### src/rtl/riscv_pkg.sv
`default_nettype none
// ============================================================================
// Package     : riscv_pkg
// Description : Shared constants and types for the RISC-V front end.
//               XLEN       - architectural data/address width
//               NOP_INSTR  - canonical NOP (addi x0, x0, 0)
//               fetch_entry_t - prefetch FIFO entry {instr, pc}
// Revision    : 1.0 - initial release
// ============================================================================
package riscv_pkg;

  localparam int          XLEN      = 32;
  localparam logic [31:0] NOP_INSTR = 32'h0000_0013;

  typedef struct packed {
    logic [31:0]     instr;
    logic [XLEN-1:0] pc;
  } fetch_entry_t;

endpackage
`default_nettype wire

### src/rtl/fetch_fifo.sv
`default_nettype none
// ============================================================================
// Module      : fetch_fifo
// Description : Small synchronous FIFO for the prefetch buffer. Pointers wrap
//               modulo DEPTH (power of two). Flush empties the FIFO in one
//               cycle and overrides push/pop.
// Ports       : clock    - rising-edge clock
//               reset    - asynchronous active-low reset
//               push_i   - write data_i at the tail
//               data_i   - entry to write
//               pop_i    - drop the head entry
//               flush_i  - discard all entries
//               count_o  - number of valid entries (0..DEPTH)
//               head_o   - head entry (meaningful only when count_o != 0)
// Revision    : 1.0 - initial release
// ============================================================================
module fetch_fifo #(
  parameter int DEPTH = 2,
  parameter int WIDTH = 64
) (
  input  logic                       clock,
  input  logic                       reset,
  input  logic                       push_i,
  input  logic [WIDTH-1:0]           data_i,
  input  logic                       pop_i,
  input  logic                       flush_i,
  output logic [$clog2(DEPTH):0]     count_o,
  output logic [WIDTH-1:0]           head_o
);

  localparam int PTR_W = $clog2(DEPTH);
  localparam int CNT_W = PTR_W + 1;

  logic [WIDTH-1:0] mem_q [DEPTH];
  logic [PTR_W-1:0] wr_ptr_q, wr_ptr_d;
  logic [PTR_W-1:0] rd_ptr_q, rd_ptr_d;
  logic [CNT_W-1:0] count_q,  count_d;
  logic             do_push;

  assign do_push = push_i & ~flush_i;

  always_comb begin
    wr_ptr_d = wr_ptr_q;
    rd_ptr_d = rd_ptr_q;
    count_d  = count_q;
    if (flush_i) begin
      wr_ptr_d = '0;
      rd_ptr_d = '0;
      count_d  = '0;
    end else begin
      if (do_push) wr_ptr_d = wr_ptr_q + PTR_W'(1);
      if (pop_i)   rd_ptr_d = rd_ptr_q + PTR_W'(1);
      case ({do_push, pop_i})
        2'b10:   count_d = count_q + CNT_W'(1);
        2'b01:   count_d = count_q - CNT_W'(1);
        default: count_d = count_q;
      endcase
    end
  end

  always_ff @(posedge clock or negedge reset) begin
    if (!reset) begin
      wr_ptr_q <= '0;
      rd_ptr_q <= '0;
      count_q  <= '0;
    end else begin
      wr_ptr_q <= wr_ptr_d;
      rd_ptr_q <= rd_ptr_d;
      count_q  <= count_d;
    end
  end

  // Storage needs no reset: count gates every use of the head.
  always_ff @(posedge clock) begin
    if (do_push) mem_q[wr_ptr_q] <= data_i;
  end

  assign count_o = count_q;
  assign head_o  = mem_q[rd_ptr_q];

endmodule
`default_nettype wire

### src/rtl/fetch_unit.sv
`default_nettype none
// ============================================================================
// Module      : fetch_unit
// Description : Instruction-fetch front end. Owns the fetch PC, issues one
//               word read per cycle to instruction memory, buffers returned
//               words with their PCs in a prefetch FIFO and hands them to ID
//               over a valid/ready handshake. Redirects from ID flush the
//               FIFO and bump a 1-bit epoch so wrong-path responses are dropped.
// Ports       : clock, reset           - clock / async active-low reset
//               imem_req, imem_addr    - fetch request and word address
//               imem_rdata, imem_rvalid- response, one cycle after request
//               id_ready               - ID consumes head entry
//               id_valid, id_instr,
//               id_pc                  - head entry (NOP / 0 when invalid)
//               redirect_valid,
//               redirect_target        - taken branch/jump from ID
//               pc                     - current fetch PC register
// Revision    : 1.0 - initial release
// ============================================================================
module fetch_unit #(
  parameter int              XLEN       = riscv_pkg::XLEN,
  parameter logic [XLEN-1:0] RESET_PC   = '0,
  parameter int              FIFO_DEPTH = 2
) (
  input  logic            clock,
  input  logic            reset,
  output logic            imem_req,
  output logic [XLEN-1:0] imem_addr,
  input  logic [31:0]     imem_rdata,
  input  logic            imem_rvalid,
  input  logic            id_ready,
  output logic            id_valid,
  output logic [31:0]     id_instr,
  output logic [XLEN-1:0] id_pc,
  input  logic            redirect_valid,
  input  logic [XLEN-1:0] redirect_target,
  output logic [XLEN-1:0] pc
);

  import riscv_pkg::*;

  localparam int CNT_W = $clog2(FIFO_DEPTH) + 1;
  localparam int OCC_W = CNT_W + 1;

  logic [XLEN-1:0] pc_q,             pc_d;
  logic            inflight_q,       inflight_d;
  logic [XLEN-1:0] inflight_pc_q,    inflight_pc_d;
  logic            inflight_epoch_q, inflight_epoch_d;
  logic            epoch_q,          epoch_d;

  logic             pop;
  logic             fifo_push;
  logic [CNT_W-1:0] fifo_count;
  logic [OCC_W-1:0] occupancy;
  fetch_entry_t     push_entry;
  fetch_entry_t     head_entry;

  assign id_valid = (fifo_count != '0);
  assign pop      = id_valid & id_ready;

  // Slots that will be committed after this edge: buffered entries plus the
  // outstanding response, minus the entry ID takes this cycle.
  assign occupancy = OCC_W'(fifo_count) + OCC_W'(inflight_q) - OCC_W'(pop);

  // Gated by reset so the request strobe is low for the whole reset period.
  assign imem_req  = reset & ~redirect_valid & (occupancy < OCC_W'(FIFO_DEPTH));
  assign imem_addr = pc_q;

  // A redirect this cycle makes any arriving response wrong-path.
  assign fifo_push = imem_rvalid & inflight_q & (inflight_epoch_q == epoch_q)
                   & ~redirect_valid;

  assign push_entry.instr = imem_rdata;
  assign push_entry.pc    = inflight_pc_q;

  always_comb begin
    pc_d             = pc_q;
    inflight_d       = 1'b0;
    inflight_pc_d    = inflight_pc_q;
    inflight_epoch_d = inflight_epoch_q;
    epoch_d          = epoch_q;
    if (redirect_valid) begin
      // Misaligned targets are truncated to the containing word.
      pc_d    = redirect_target & ~XLEN'(3);
      epoch_d = ~epoch_q;
    end else if (imem_req) begin
      pc_d             = pc_q + XLEN'(4);
      inflight_d       = 1'b1;
      inflight_pc_d    = pc_q;
      inflight_epoch_d = epoch_q;
    end
  end

  always_ff @(posedge clock or negedge reset) begin
    if (!reset) begin
      pc_q             <= RESET_PC;
      inflight_q       <= 1'b0;
      inflight_pc_q    <= '0;
      inflight_epoch_q <= 1'b0;
      epoch_q          <= 1'b0;
    end else begin
      pc_q             <= pc_d;
      inflight_q       <= inflight_d;
      inflight_pc_q    <= inflight_pc_d;
      inflight_epoch_q <= inflight_epoch_d;
      epoch_q          <= epoch_d;
    end
  end

  fetch_fifo #(
    .DEPTH (FIFO_DEPTH),
    .WIDTH ($bits(fetch_entry_t))
  ) u_fifo (
    .clock   (clock),
    .reset   (reset),
    .push_i  (fifo_push),
    .data_i  (push_entry),
    .pop_i   (pop),
    .flush_i (redirect_valid),
    .count_o (fifo_count),
    .head_o  (head_entry)
  );

  assign id_instr = id_valid ? head_entry.instr : NOP_INSTR;
  assign id_pc    = id_valid ? head_entry.pc    : '0;
  assign pc       = pc_q;

endmodule
`default_nettype wire
### config.mk
export PLATFORM = sky130hd
export DESIGN_NAME = fetch_unit
export DESIGN_NICKNAME = d
export VERILOG_FILES = /design/src/rtl/riscv_pkg.sv /design/src/rtl/fetch_fifo.sv /design/src/rtl/fetch_unit.sv
export SDC_FILE = /design/constraint.sdc
export NUM_CORES = 1
export LEC_CHECK = 0
export BUFFER_PORTS_ARGS = -buffer_cell sky130_fd_sc_hd__buf_2
export CAP_MARGIN = 20
export CORE_UTILIZATION = 40
export DETAILED_ROUTE_END_ITERATION = 10
export PLACE_DENSITY = 0.62
export SLEW_MARGIN = 20
export SYNTH_ARGS = -nofsm -noshare
export SYNTH_HDL_FRONTEND = slang
export SYNTH_SLANG_ARGS = --single-unit
### constraint.sdc
create_clock -name clock -period 15.5 [get_ports clock]
set_input_delay 0.775 -clock clock [delete_from_list [all_inputs] [get_ports clock]]
set_output_delay 0.775 -clock clock [all_outputs]
set_load 0.02 [all_outputs]
Word level (Yosys, flattened, before mapping)
Memories as Yosys holds them, arrays and structs flattened.
Index checks and enable logic that the tools add are counted.
Operators by class
  order comparisons: 1
  reduce and logical (&&, ||, !) cells: 6
  add/subtract/negate cells: 7
  bitwise operators: 9
  equal/unequal tests: 3
  mux-type cells: 14
Operator list (count)
  32-bit two-way mux: 4
  32-bit by 3-bit adder with 32-bit output (second input constant): 1
  1-bit two-way mux: 8
  2-bit nonzero test: 4
  1-bit bitwise AND: 7
  2-bit one-hot mux with 2 select lines: 1
  2-bit by 1-bit adder with 3-bit output: 1
  3-bit by 2-bit less-than comparator with 1-bit output (second input constant): 1
  3-bit nonzero test: 1
  3-bit by 1-bit subtractor with 3-bit output: 1
  1-bit adder (second input constant): 2
  2-bit by 1-bit adder with 2-bit output (second input constant): 1
  2-bit by 1-bit == test with 1-bit output (second input constant): 1
  2-bit == test (second input constant): 1
  2-bit two-way mux: 1
  1-bit inverter: 2
  2-bit AND reduction: 1
  2-bit by 1-bit subtractor with 2-bit output (second input constant): 1
  1-bit == test: 1
Storage, ports and cells
  output and inout bits: 130
  bits in writable memories: 128
  logic and storage cells: 49
  register bits after elaboration: 71
  memories kept: 1
Memory list
  u_fifo.mem_q: depth 2, width 64, read ports 1, clocked after memory_dff 0, wr ports 1, RTL line fetch_fifo.sv:34  | logic [WIDTH-1:0] mem_q [DEPTH];

Logic depth before layout (Yosys ltp)
  word-level depth: 7
  gate-level depth with buffers: 16
  gate-level depth less buffers: 13

By module
From an unflattened synthesis, not the netlist that was laid out.
Unflattened totals
  cells, all modules: 698
  area, all modules: 8989.9 um2
By module, submodules not included
  fetch_fifo: instances 1, cells an instance 218, sequential area each 3943.8 um2, area an instance 5028.6 um2
  fetch_unit: instances 1, cells an instance 480, sequential area each 1576.5 um2, area an instance 3961.3 um2

Worst setup path before layout
OpenSTA, ideal clock, no wires.
  path type: input port to flip-flop
  from: input port redirect_valid
  to: memory u_fifo.mem_q[1][10], enable pin
  arrival time: 5.904 ns
  stages: 4
  data required time: 14.929 ns
  path slack: 9.024 ns
  path through: clkbuf_1 clkbuf_1 clkbuf_1 nor3b_1
On the way
  longest elaborated chain between the ends: 5
RTL lines
  start, declared: RTL line fetch_unit.sv:35  | input logic redirect_valid,
  1-bit inverter (no source line) (*)
  1-bit bitwise AND: RTL line fetch_unit.sv:71  | & ~redirect_valid;
  1-bit bitwise AND (*): RTL line fetch_fifo.sv:40  | assign do_push = push_i & ~flush_i;
  1-bit two-way mux (*): RTL line fetch_fifo.sv:75  | if (do_push) mem_q[wr_ptr_q] <= data_i;
  1-bit two-way mux (not written as such) (*): RTL line fetch_fifo.sv:75
  end, declared: RTL line fetch_fifo.sv:34
Every way passes the cells marked *; elsewhere a longest branch is shown, timed or not.

Worst setup path after layout
  from: register u_fifo.count_q[1], in the netlist u_fifo.count_o[1]
  to: output port imem_req
On the way
  longest elaborated chain between the ends: 5
RTL lines
  start, declared: RTL line fetch_fifo.sv:37  | logic [CNT_W-1:0] count_q, count_d;
  start signal, assigned: RTL line fetch_fifo.sv:69  | count_q <= count_d;
  parallel branches: the longest is 2 deep, another holds 2-bit by 1-bit adder with 3-bit output
  3-bit by 1-bit subtractor with 3-bit output (*): RTL line fetch_unit.sv:63  | assign occupancy = OCC_W'(fifo_count) + OCC_W'(inflight_q) - OCC_W'(pop);
  3-bit by 2-bit less-than comparator with 1-bit output (*): RTL line fetch_unit.sv:66  | assign imem_req = reset & ~redirect_valid & (occupancy < OCC_W'(FIFO_DEPTH));
  1-bit bitwise AND (*): RTL line fetch_unit.sv:66
  end, declared: RTL line fetch_unit.sv:27  | output logic imem_req,
Mark *: on every way between the ends.

==> flow_summary.ini <==
[die]
die_area_mm2 = 0.0210
start_util_pct = 41.4
die_width_um = 145
die_h_um = 145
io_pins = 199
core_area_mm2 = 0.0197
num_rows = 51

[drt]
ant_nets = 0
finalWirelength_um = 17200
drcViolationCount = 0
wl_per_cell_um = 15.7
dr_total_vias = 5427
drt_iter0_drc = 265
via_per_inst = 4.95
first_pass_iters = 7

[placed_design]
finalWeightedCongestion = 0.834
placed_cells = 1065
dp_slack_ns = 10.62
portBuffers = 190
dpl.hpwl_um = 10700
place_area_mm2 = 0.00912

[sta]
slew_violations = 0
worst_slew_pin_slew_ns = 0.879
setup_slack_ns = 10.20
tns_ns = 0
setup_viol_count_final = 0
post-route-min-period_ns = 5.30
fmax_mhz = 189
final.period_utilization_pct = 34.2
finalHoldViolCount = 0
rsz0062_at_grt = false
relSlewSlack_pct = 41.4
finClkSkew_ns = 0.00752

[pwr]
vdd_drop_max_v = 0.0000804
power_density_mw_per_mm2 = 129
leakagePower_nw = 4.02

[final_layout]
nFillCells = 1767
nets = 891
regArea_mm2 = 0.00540
multiInputGateArea_mm2 = 0.00235
final_util_pct = 49.3
drive_gt1_share_pct = 29.1
areaGrowthSynthToFinish_pct = 19.2
design_area_mm2 = 0.00972
stdcell_count = 1097
num_antenna_cells = 0

[global_route]
track_usage_pct = 17.4
grt_max_degree = 69
grt_pass1_wl_um = 27000
grt_pass1_vias = 5143
overflow = 0
antenna_found_initial = 0

[yosys]
synth_area_per_cell_um2 = 12.3
synth_cells = 665
ys.flop_type = edfxtp_1
yosysWarnings = 0
synth_edf_count = 124
synthesis.area_mm2 = 0.00815
ys_types = 44
synthArstFlopShare_pct = 35.1
ys_seq_area_share_pct = 66.2
synth_seq_cells = 191

[clock_network]
cts_buffer_depth = 2
cts_tree = built
path_clk_slew_ns = 0.07
cts_resized = 0
clockRootBuffer = clkbuf_16
ctsHoldBuffers = 0
cts_buffers = 17
h-tree-depth = 4
post-cts-setup-buffer-count = 0
clk-insertion-delay-late_ns = 0.43
cts_sinks = 191

[worst_setup_path]
cp.required_ns = 14.73
r2r_slack_ns = 10.83
critPathKind = flip-flop to primary output
reg2reg_from = u_fifo.count_o[1]
r2r_end = imem_addr[8]
worst_ep_arrival_time_ns = 4.52
cp-start-kind = flip-flop
critPathCaptureType = primary output
reg2reg_depth = 14
path_max_fanout = 60

[min_path]
hp-class = flip-flop to flip-flop
holdPathEnd = u_fifo.mem_q[0][26]
min-delay-start = inflight_pc_q[26]
holdPathStages = 0

[flow_run]
cap_violations = 0

[run_status]
status = finished clean
registers in the layout, summed over array words and instances (netlist names):
name,cells
inflight_pc_q,30
u_fifo.count_o,2
inflight_q,1
imem_addr,30
u_fifo.mem_q,124
inflight_epoch_q,1
u_fifo.wr_ptr_q,1
u_fifo.rd_ptr_q,1
epoch_q,1
power by group:
group | switching, mW | total, mW | internal, mW
Combinational | 0.122 | 0.185 | 0.0635
Clock | 0.200 | 0.430 | 0.230
Sequential | 0.0385 | 0.636 | 0.597
Total | 0.361 | 1.25 | 0.891
cell usage after synthesis, drive strengths merged (4+ instances only):
cell type / number / area [um2]
nand2: 136 / 510
edfxtp: 124 / 3720
nor2: 76 / 288
dfrtp: 67 / 1680
mux2i: 65 / 651
buf: 52 / 353
nand3: 23 / 133
o21ai: 16 / 80.1
clkbuf: 15 / 56.3
o311ai: 12 / 105
o211ai: 11 / 82.6
nand4: 10 / 62.6
inv: 7 / 26.3
xor2: 6 / 52.6
nor3: 5 / 25.0
or3: 4 / 25.0
metal layers:
metal | GRT usage (%) | wire length [um]
met5 | 0 | 0
met4 | 6.26 | 190
met3 | 4.18 | 1220
met2 | 27.6 | 7910
met1 | 23.1 | 7900
worst max-delay path, stage by stage, from the launching register on:
cell and delay, ns:
dfrtp_1 0.48, nor2_4 0.11, buf_4 0.53, inv_1 0.28, nand2_1 0.21, inv_1 0.06
ha_1 0.25, nand2b_1 0.15, fa_1 0.49, nand2_1 0.13, or3_2 0.51, clkinv_2 0.51
buf_2 0.29
final cells by class:
| class | count | area share, % |
|---|---|---|
| Sequential cell | 191 | 55.6 |
| Timing Repair Buffer | 197 | 10.4 |
| Clock buffer | 17 | 4.38 |
| Tap cell | 265 | 3.41 |
| Clock inverter | 15 | 1.74 |
| Inverter | 9 | 0.360 |
| Multi-Input combinational cell | 403 | 24.2 |
metrics by stage:
step                      power [mW]  hold slack [ns]
after floorplan                0.775            0.442
after global placement         0.831            0.449
after detailed placement       0.835            0.453
after CTS                       1.27            0.470
after global routing            1.31            0.484
final                           1.25            0.466
logic make-up after synthesis:
kind of cell	count (synthesis)	share of synthesized area, %
xor gates and xnor gates	8	0.859
DFF	191	66.2
adders and majority gates	3	0.552
other	1	0.0460
muxes	65	7.98
and+or+nand+nor	266	14.0
buffers and inverters	76	5.45
AOI/OAI and AO/OA	55	4.86
layout by cell type, fill, tap and decap left out, drive strengths merged, types with 4 or more instances in the layout:
cell type / netlist / final
or3: 4 / 4
xor2: 6 / 6
inv: 7 / 16
o21ai: 16 / 16
o211ai: 11 / 11
buf: 52 / 197
conb: 1 / 6
edfxtp: 124 / 124
nor3: 5 / 5
nor2: 76 / 76
o311ai: 12 / 12
nand2: 136 / 136
dfrtp: 67 / 67
nand3: 23 / 23
clkbuf: 15 / 17
mux2i: 65 / 65
nand4: 10 / 10
clkinv: 2 / 6
worst max path at each step:
stage	start	to	slack (ns)	cells past startpoint
after floorplan	redirect_valid	u_fifo.mem_q[1][10]	9.02	4
after global placement	u_fifo.count_o[1]	imem_req	10.61	12
after detailed placement	u_fifo.count_o[1]	imem_req	10.62	12
after CTS	u_fifo.count_o[1]	imem_req	10.13	12
after global routing	u_fifo.count_o[1]	imem_req	9.89	12
final	u_fifo.count_o[1]	imem_req	10.20	12
No activity file was read; power rests on OpenSTA's default activity.
